`src/rtl/mdu_pkg.sv`:
```
// Shared types, constants and arithmetic helpers for the RV32M multiply/divide unit.
package mdu_pkg;

    localparam int unsigned MDU_XLEN  = 32;
    localparam int unsigned MDU_ITER  = 32;
    localparam int unsigned CNT_W     = $clog2(MDU_ITER);
    localparam logic [MDU_XLEN-1:0] DIV_OVF_Q = 32'h8000_0000;

    typedef enum logic [2:0] {
        OP_MUL    = 3'b000,
        OP_MULH   = 3'b001,
        OP_MULHSU = 3'b010,
        OP_MULHU  = 3'b011,
        OP_DIV    = 3'b100,
        OP_DIVU   = 3'b101,
        OP_REM    = 3'b110,
        OP_REMU   = 3'b111
    } mdu_op_e;

    typedef enum logic [1:0] {
        ST_IDLE = 2'd0,
        ST_CALC = 2'd1,
        ST_DONE = 2'd2
    } mdu_state_e;

    // Two's complement negate, 32 bits.
    function automatic logic [MDU_XLEN-1:0] neg32(input logic [MDU_XLEN-1:0] x);
        return ~x + 32'd1;
    endfunction

    // Two's complement negate, 64 bits.
    function automatic logic [2*MDU_XLEN-1:0] neg64(input logic [2*MDU_XLEN-1:0] x);
        return ~x + 64'd1;
    endfunction

    // Magnitude of x when treated as signed, otherwise x unchanged.
    function automatic logic [MDU_XLEN-1:0] abs32(input logic [MDU_XLEN-1:0] x,
                                                  input logic              is_signed);
        return (is_signed && x[MDU_XLEN-1]) ? neg32(x) : x;
    endfunction

endpackage

```
`src/rtl/mdu_unit.sv`:
```
// Iterative RV32M multiply/divide: shift-add multiply, restoring divide, one bit per cycle.
module mdu_unit
    import mdu_pkg::*;
#(
    parameter int unsigned XLEN = 32
) (
    input  logic            clk,
    input  logic            rst,
    input  logic            start,
    input  logic [2:0]      funct3,
    input  logic [XLEN-1:0] opr_a,
    input  logic [XLEN-1:0] opr_b,
    input  logic            flush,
    output logic            busy,
    output logic            done,
    output logic [XLEN-1:0] result
);

    localparam int unsigned DW = 2 * XLEN;

    mdu_state_e      r_state;
    mdu_state_e      w_state_nxt;
    logic [CNT_W-1:0] r_cnt;
    logic [DW-1:0]   r_acc;
    logic [XLEN-1:0] r_b;
    logic [2:0]      r_op;
    logic            r_neg;
    logic [XLEN-1:0] r_result;
    logic            r_done;

    logic            w_is_div, w_is_rem, w_a_signed, w_b_signed, w_sa, w_sb;
    logic            w_div_zero, w_div_ovf, w_special, w_neg_start, w_busy;
    logic [XLEN-1:0] w_mag_a, w_mag_b, w_special_res;
    logic [XLEN:0]   w_mul_sum, w_div_part, w_div_diff;
    logic [DW-1:0]   w_mul_nxt, w_div_nxt, w_acc_nxt, w_prod;
    logic [XLEN-1:0] w_mul_res, w_div_raw, w_div_res, w_calc_res;

    // Operand decode, sign handling and single-cycle special cases at start.
    always_comb begin
        w_is_div   = funct3[2];
        w_is_rem   = funct3[2] & funct3[1];
        w_a_signed = (funct3 == OP_MULH) || (funct3 == OP_MULHSU) ||
                     (funct3 == OP_DIV)  || (funct3 == OP_REM);
        w_b_signed = (funct3 == OP_MULH) || (funct3 == OP_DIV) || (funct3 == OP_REM);
        w_sa       = w_a_signed & opr_a[XLEN-1];
        w_sb       = w_b_signed & opr_b[XLEN-1];
        w_mag_a    = abs32(opr_a, w_a_signed);
        w_mag_b    = abs32(opr_b, w_b_signed);
        // Remainder follows the dividend; product/quotient negate on sign mismatch.
        w_neg_start = w_is_rem ? w_sa : (w_sa ^ w_sb);
        w_div_zero = w_is_div && (opr_b == '0);
        w_div_ovf  = ((funct3 == OP_DIV) || (funct3 == OP_REM)) &&
                     (opr_a == DIV_OVF_Q) && (opr_b == '1);
        w_special  = w_div_zero | w_div_ovf;
        if (w_div_zero) begin
            w_special_res = funct3[1] ? opr_a : '1;
        end else begin
            w_special_res = funct3[1] ? '0 : DIV_OVF_Q;
        end
    end

    // One shift-add or restoring-subtract step plus final sign correction.
    always_comb begin
        w_mul_sum  = {1'b0, r_acc[DW-1:XLEN]} + {1'b0, r_b};
        w_mul_nxt  = r_acc[0] ? {w_mul_sum, r_acc[XLEN-1:1]} : {1'b0, r_acc[DW-1:1]};
        w_div_part = r_acc[DW-1:XLEN-1];
        w_div_diff = w_div_part - {1'b0, r_b};
        w_div_nxt  = w_div_diff[XLEN] ? {r_acc[DW-2:0], 1'b0}
                                      : {w_div_diff[XLEN-1:0], r_acc[XLEN-2:0], 1'b1};
        w_acc_nxt  = r_op[2] ? w_div_nxt : w_mul_nxt;
        w_prod     = r_neg ? neg64(w_acc_nxt) : w_acc_nxt;
        w_mul_res  = (r_op == OP_MUL) ? w_prod[XLEN-1:0] : w_prod[DW-1:XLEN];
        w_div_raw  = r_op[1] ? w_acc_nxt[DW-1:XLEN] : w_acc_nxt[XLEN-1:0];
        w_div_res  = r_neg ? neg32(w_div_raw) : w_div_raw;
        w_calc_res = r_op[2] ? w_div_res : w_mul_res;
    end

    // State register.
    always_ff @(posedge clk or negedge rst) begin
        if (!rst) begin
            r_state <= ST_IDLE;
        end else begin
            r_state <= w_state_nxt;
        end
    end

    // Next-state logic; flush overrides everything.
    always_comb begin
        w_state_nxt = r_state;
        if (flush) begin
            w_state_nxt = ST_IDLE;
        end else begin
            case (r_state)
                ST_IDLE: if (start) w_state_nxt = w_special ? ST_DONE : ST_CALC;
                ST_CALC: if (r_cnt == '0) w_state_nxt = ST_DONE;
                ST_DONE: w_state_nxt = ST_IDLE;
                default: w_state_nxt = ST_IDLE;
            endcase
        end
    end

    // Stall request: low in DONE so the pipeline advances while capturing result.
    always_comb begin
        w_busy = 1'b0;
        if (((r_state == ST_IDLE) && start && !flush) || (r_state == ST_CALC)) begin
            w_busy = 1'b1;
        end
    end

    // Datapath: latch operands on start, iterate in CALC, load result on completion.
    always_ff @(posedge clk or negedge rst) begin
        if (!rst) begin
            r_cnt    <= '0;
            r_acc    <= '0;
            r_b      <= '0;
            r_op     <= '0;
            r_neg    <= 1'b0;
            r_result <= '0;
            r_done   <= 1'b0;
        end else begin
            r_done <= (w_state_nxt == ST_DONE);
            if (!flush) begin
                case (r_state)
                    ST_IDLE: begin
                        if (start) begin
                            r_op  <= funct3;
                            r_b   <= w_mag_b;
                            r_neg <= w_neg_start;
                            r_acc <= {{XLEN{1'b0}}, w_mag_a};
                            r_cnt <= CNT_W'(MDU_ITER - 1);
                            if (w_special) r_result <= w_special_res;
                        end
                    end
                    ST_CALC: begin
                        r_acc <= w_acc_nxt;
                        if (r_cnt != '0) begin
                            r_cnt <= r_cnt - CNT_W'(1);
                        end else begin
                            r_result <= w_calc_res;
                        end
                    end
                    default: ;
                endcase
            end
        end
    end

    assign busy   = w_busy;
    assign done   = r_done;
    assign result = r_result;

endmodule

```
`config.mk`:
```
export PLATFORM = sky130hd
export DESIGN_NAME = mdu_unit
export DESIGN_NICKNAME = d
export VERILOG_FILES = /design/src/rtl/mdu_pkg.sv /design/src/rtl/mdu_unit.sv
export SDC_FILE = /design/constraint.sdc
export NUM_CORES = 1
export LEC_CHECK = 0
export BUFFER_PORTS_ARGS = -buffer_cell sky130_fd_sc_hd__buf_2
export CORE_MARGIN = 1.5
export CORE_UTILIZATION = 55
export CTS_CLUSTER_DIAMETER = 150
export DETAILED_ROUTE_END_ITERATION = 10
export HOLD_SLACK_MARGIN = 0.08
export PLACE_DENSITY = 0.76
export SLEW_MARGIN = 20
export SYNTH_ARGS = -nofsm -noshare
export SYNTH_HDL_FRONTEND = slang
export SYNTH_SLANG_ARGS = --single-unit
```
`constraint.sdc`:
```
create_clock -name clk -period 5.5 [get_ports clk]
set_clock_uncertainty 0.1 [all_clocks]
set_input_delay 0.55 -clock clk [delete_from_list [all_inputs] [get_ports clk]]
set_output_delay 0.55 -clock clk [all_outputs]
set_load 0.05 [all_outputs]
```
==> results.yml <==
global_route:
  grt-ovfl-total: 0
  first_global_vias: 19000
  global_route.usage.met3: 0.0919
  global_route.usage.total: 0.436
  grt_max_degree: 99
  antenna_found_initial: 4
  grt.met1_usage: 0.579
  grt_util_met2: 0.678
  grt.busiest_layer: "met2"
  wire_length_of_the_first_global_routing_pass_mm: 111
clock_network:
  clock_tree.htree_level_count: 4
  cts_tree: "built"
  cts_num_sinks: 140
  clock_insertion_delay_worst_skew_ps: 450
  cts.reportedPaths.clkPinSlew_ps: 60
  clock_tree.buffer_depth: 2
  cts_root_buffer: "sky130_fd_sc_hd__clkbuf_16"
  tritoncts.num_buffers: 17
logic_synthesis:
  cell_type_with_the_highest_aggregate_area_in_the_netlist: "sky130_fd_sc_hd__dfrtp_1"
  synth.avg_cell_area_um2: 7.17
  postSynth.topFlopCell: "sky130_fd_sc_hd__dfrtp_1"
  synth.distinct_cells: 107
  netlist_instances: 2429
  synth_top_cell_area_share: 0.201
  seq_area_frac_synth: 0.201
  netlist_area_um2: 17400
  synth-async-reset-ratio: 1.00
  syn_nets: 2573
  ys_seq_elements: 140
  synth.area.top_cells: "sky130_fd_sc_hd__dfrtp_1, sky130_fd_sc_hd__o21ai_0, sky130_fd_sc_hd__a21oi_1, sky130_fd_sc_hd__nand2_1, sky130_fd_sc_hd__ha_1"
  yosys_warnings: 0
  synth_enable_flop_cells: 0
setup_path:
  rr_endpoint: "result[8]"
  crit-reg2reg-launch: "r_acc[54]"
  setup.reg_to_reg.worst_slack_ps: 200
  r2r.worst_path.cells: 18
  worst_setup_path_end_kind: "register"
  critPathMaxFanout: 10
  worst-endpoint-required_ps: 5790
  start_kind: "register"
  worst-setup-path-type: "reg -> reg"
  worst-endpoint-arrival_ps: 5590
sta:
  relSlewSlack: 0.225
  clock.fmax_mhz: 189
  slew_violations: 0
  timing.final.crit_share: 0.964
  timing.final.hold_violations: 0
  setup_viol: 0
  min_period_ps: 5300
  totalNegativeSetupSlack_ps: 0
  worst_slew_pin_slew_ps: 1130
  final.hold.worst_slack_ps: 53.0
die:
  design.core.area_um2: 30900
  die_height_um: 181
  design.die.area_um2: 32800
  top_level_ports: 105
  initial_utilization: 0.564
  die_span_x_um: 181
  rows: 64
cells_and_area:
  total_area_of_multi_input_combinational_cells_um2: 13100
  antennaDiodeCount: 0
  final_layout_size_suffix_gt1_frac: 0.137
  fillerInstances: 2877
  area_of_all_sequential_standard_cells_um2: 3510
  design.final.nets: 2663
  area_growth_syn_to_fin_pct: 11.6
pwr:
  cellPowerDensity_nw_per_um2: 446
  totalPowerFinal_w: 0.00867
  p_leak_nw: 7.92
  maximum_vdd_ir_drop_uv: 293
route:
  iteration_count_of_the_initial_detailed_routing_pass: 7
  postRouteAntennaNets: 0
  mean_number_of_vias_per_cell: 7.06
  post_drt_wl_per_cell_um: 24.8
  drt_drc_violations_left: 0
  totalWireLength_mm: 72.7
  drt_iter0_markers: 3030
  num_vias: 20700
placed_design:
  hpwl_mm: 56.3
  place.port_buffers: 104
  routabilityCongestion: 1.06
worst_hold_path:
  hold_path_class: "in -> async"
status:
  outcome: "finished clean"
run:
  drv.max_cap_violation_count: 0
==> cells by family (layout without fill, tap and decap cells) <==
logic type                 after synthesis  after routing  synth area share
AOI/OAI and AO/OA                      894            894             0.337
xor gates and xnor gates               137            137            0.0689
adders and majority gates               73             73            0.0533
buffers and inverters                  238            340            0.0546
DFF                                    140            140             0.201
muxes                                   61             61            0.0362
and+or+nand+nor                        886            886             0.249
==> worst max-delay path: stages (launching register included) <==
cell	delay [ps]
sky130_fd_sc_hd__dfrtp_1	470
sky130_fd_sc_hd__ha_1	410
sky130_fd_sc_hd__nand4_1	270
sky130_fd_sc_hd__nor4_4	70
sky130_fd_sc_hd__buf_4	170
sky130_fd_sc_hd__a21oi_1	230
sky130_fd_sc_hd__o211ai_2	430
sky130_fd_sc_hd__o31ai_4	360
sky130_fd_sc_hd__nor2_1	130
sky130_fd_sc_hd__a21oi_2	160
sky130_fd_sc_hd__ha_1	190
sky130_fd_sc_hd__and2_1	160
sky130_fd_sc_hd__buf_4	180
sky130_fd_sc_hd__nand3_1	230
sky130_fd_sc_hd__or2_2	430
sky130_fd_sc_hd__nor3_1	370
sky130_fd_sc_hd__o2bb2ai_1	110
sky130_fd_sc_hd__a2111oi_0	530
sky130_fd_sc_hd__o22a_1	240
==> through the flow <==
stage	setup WS (ps)	utilization	instances	instance area (um2)
2_1_floorplan	394	-	2429	17400
3_3_place_gp	321	0.607	2894	18800
3_5_place_dp	193	0.607	2894	18800
4_1_cts	154	0.627	2925	19400
5_1_grt	-16.9	0.629	2927	19400
6_report	199	0.629	2927	19400
==> final cells by class <==
cell class | instances | share of cell area
Sequential cell | 140 | 0.181
Inverter | 82 | 0.0158
Multi-Input combinational cell | 2051 | 0.672
Clock inverter | 11 | 0.00753
Clock buffer | 20 | 0.0230
Timing Repair Buffer | 227 | 0.0759
Tap cell | 396 | 0.0255
==> power by group <==
group,leakage (nW),switching [W],internal (W),total (W)
logic,5.88,0.00384,0.00206,0.00590
registers,1.76,0.000338,0.00121,0.00155
clock network,0.286,0.000498,0.000721,0.00122
total,7.92,0.00467,0.00399,0.00867
==> layer usage <==
| layer | share of wire | routed length, um |
|---|---|---|
| met5 | 0 | 0 |
| met4 | 0.055 | 3980 |
| met3 | 0.12 | 8440 |
| met1 | 0.39 | 28300 |
| met2 | 0.44 | 31900 |
==> sequential cells by signal, indices dropped and copies added, names as in the netlist <==
register and count:
r_state 2, r_b 32, r_neg 1, result 32
r_op 3, r_acc 64, done 1, r_cnt 5
==> cell usage after synthesis, drive strengths merged, types with 14 or more instances <==
cell,number
o21a,15
nor4,25
a211oi,29
nand2,283
nand4,36
mux2,16
a21oi,225
o31ai,38
a31oi,49
ha,71
nor2b,19
buf,44
or3,35
and3,20
xnor2,69
nand3,70
nor3,81
o211ai,45
o21ai,263
dfrtp,140
a22o,28
xor2,68
nand2b,18
mux2i,45
a21o,24
clkbuf,112
nor2,225
a311oi,14
and2,17
inv,80
==> placed cells by master (no fill, tap or decap), types with 9 or more instances in the layout <==
cell and n:
sky130_fd_sc_hd__ha_1 71, sky130_fd_sc_hd__buf_2 103, sky130_fd_sc_hd__dfrtp_1 136, sky130_fd_sc_hd__nor2_1 221
sky130_fd_sc_hd__nor3_1 76, sky130_fd_sc_hd__nand2b_1 17, sky130_fd_sc_hd__o221ai_1 9, sky130_fd_sc_hd__o21ai_0 240
sky130_fd_sc_hd__a311oi_1 12, sky130_fd_sc_hd__nor2b_1 18, sky130_fd_sc_hd__and3_1 20, sky130_fd_sc_hd__a211o_1 9
sky130_fd_sc_hd__and2_1 16, sky130_fd_sc_hd__clkbuf_16 17, sky130_fd_sc_hd__a21oi_1 222, sky130_fd_sc_hd__o31ai_1 36
sky130_fd_sc_hd__a211oi_1 28, sky130_fd_sc_hd__a31oi_1 49, sky130_fd_sc_hd__nand4_1 35, sky130_fd_sc_hd__a22o_1 28
sky130_fd_sc_hd__xnor2_1 69, sky130_fd_sc_hd__buf_4 121, sky130_fd_sc_hd__or4_1 12, sky130_fd_sc_hd__mux2_2 16
sky130_fd_sc_hd__a221oi_1 12, sky130_fd_sc_hd__o211ai_1 41, sky130_fd_sc_hd__xor2_1 68, sky130_fd_sc_hd__mux2i_1 45
sky130_fd_sc_hd__o21bai_1 9, sky130_fd_sc_hd__o21ai_1 20, sky130_fd_sc_hd__nand3_1 66, sky130_fd_sc_hd__o21a_1 15
sky130_fd_sc_hd__nor4_1 18, sky130_fd_sc_hd__or3_1 34, sky130_fd_sc_hd__inv_1 80, sky130_fd_sc_hd__a21o_1 24
sky130_fd_sc_hd__nand2_1 281
==> worst max path at each step <==
stage / from / end / slack (ps) / depth (start not counted)
after floorplan: r_acc[31] / result[24] / 390 / 24
after global placement: r_acc[31] / result[26] / 320 / 22
after detailed placement: r_acc[31] / result[28] / 190 / 21
after CTS: r_acc[31] / result[28] / 150 / 21
after global routing: r_acc[53] / result[19] / -20 / 16
final: r_acc[54] / result[8] / 200 / 18
==> what timing repair did <==
action / CTS / global route
hold buffers: 0 / 0
buffers inserted: 0 / 2
endpoints found under the setup margin: 0 / 16
resized for setup: 0 / 10
Note: power is estimated with default switching activity, not from simulation.
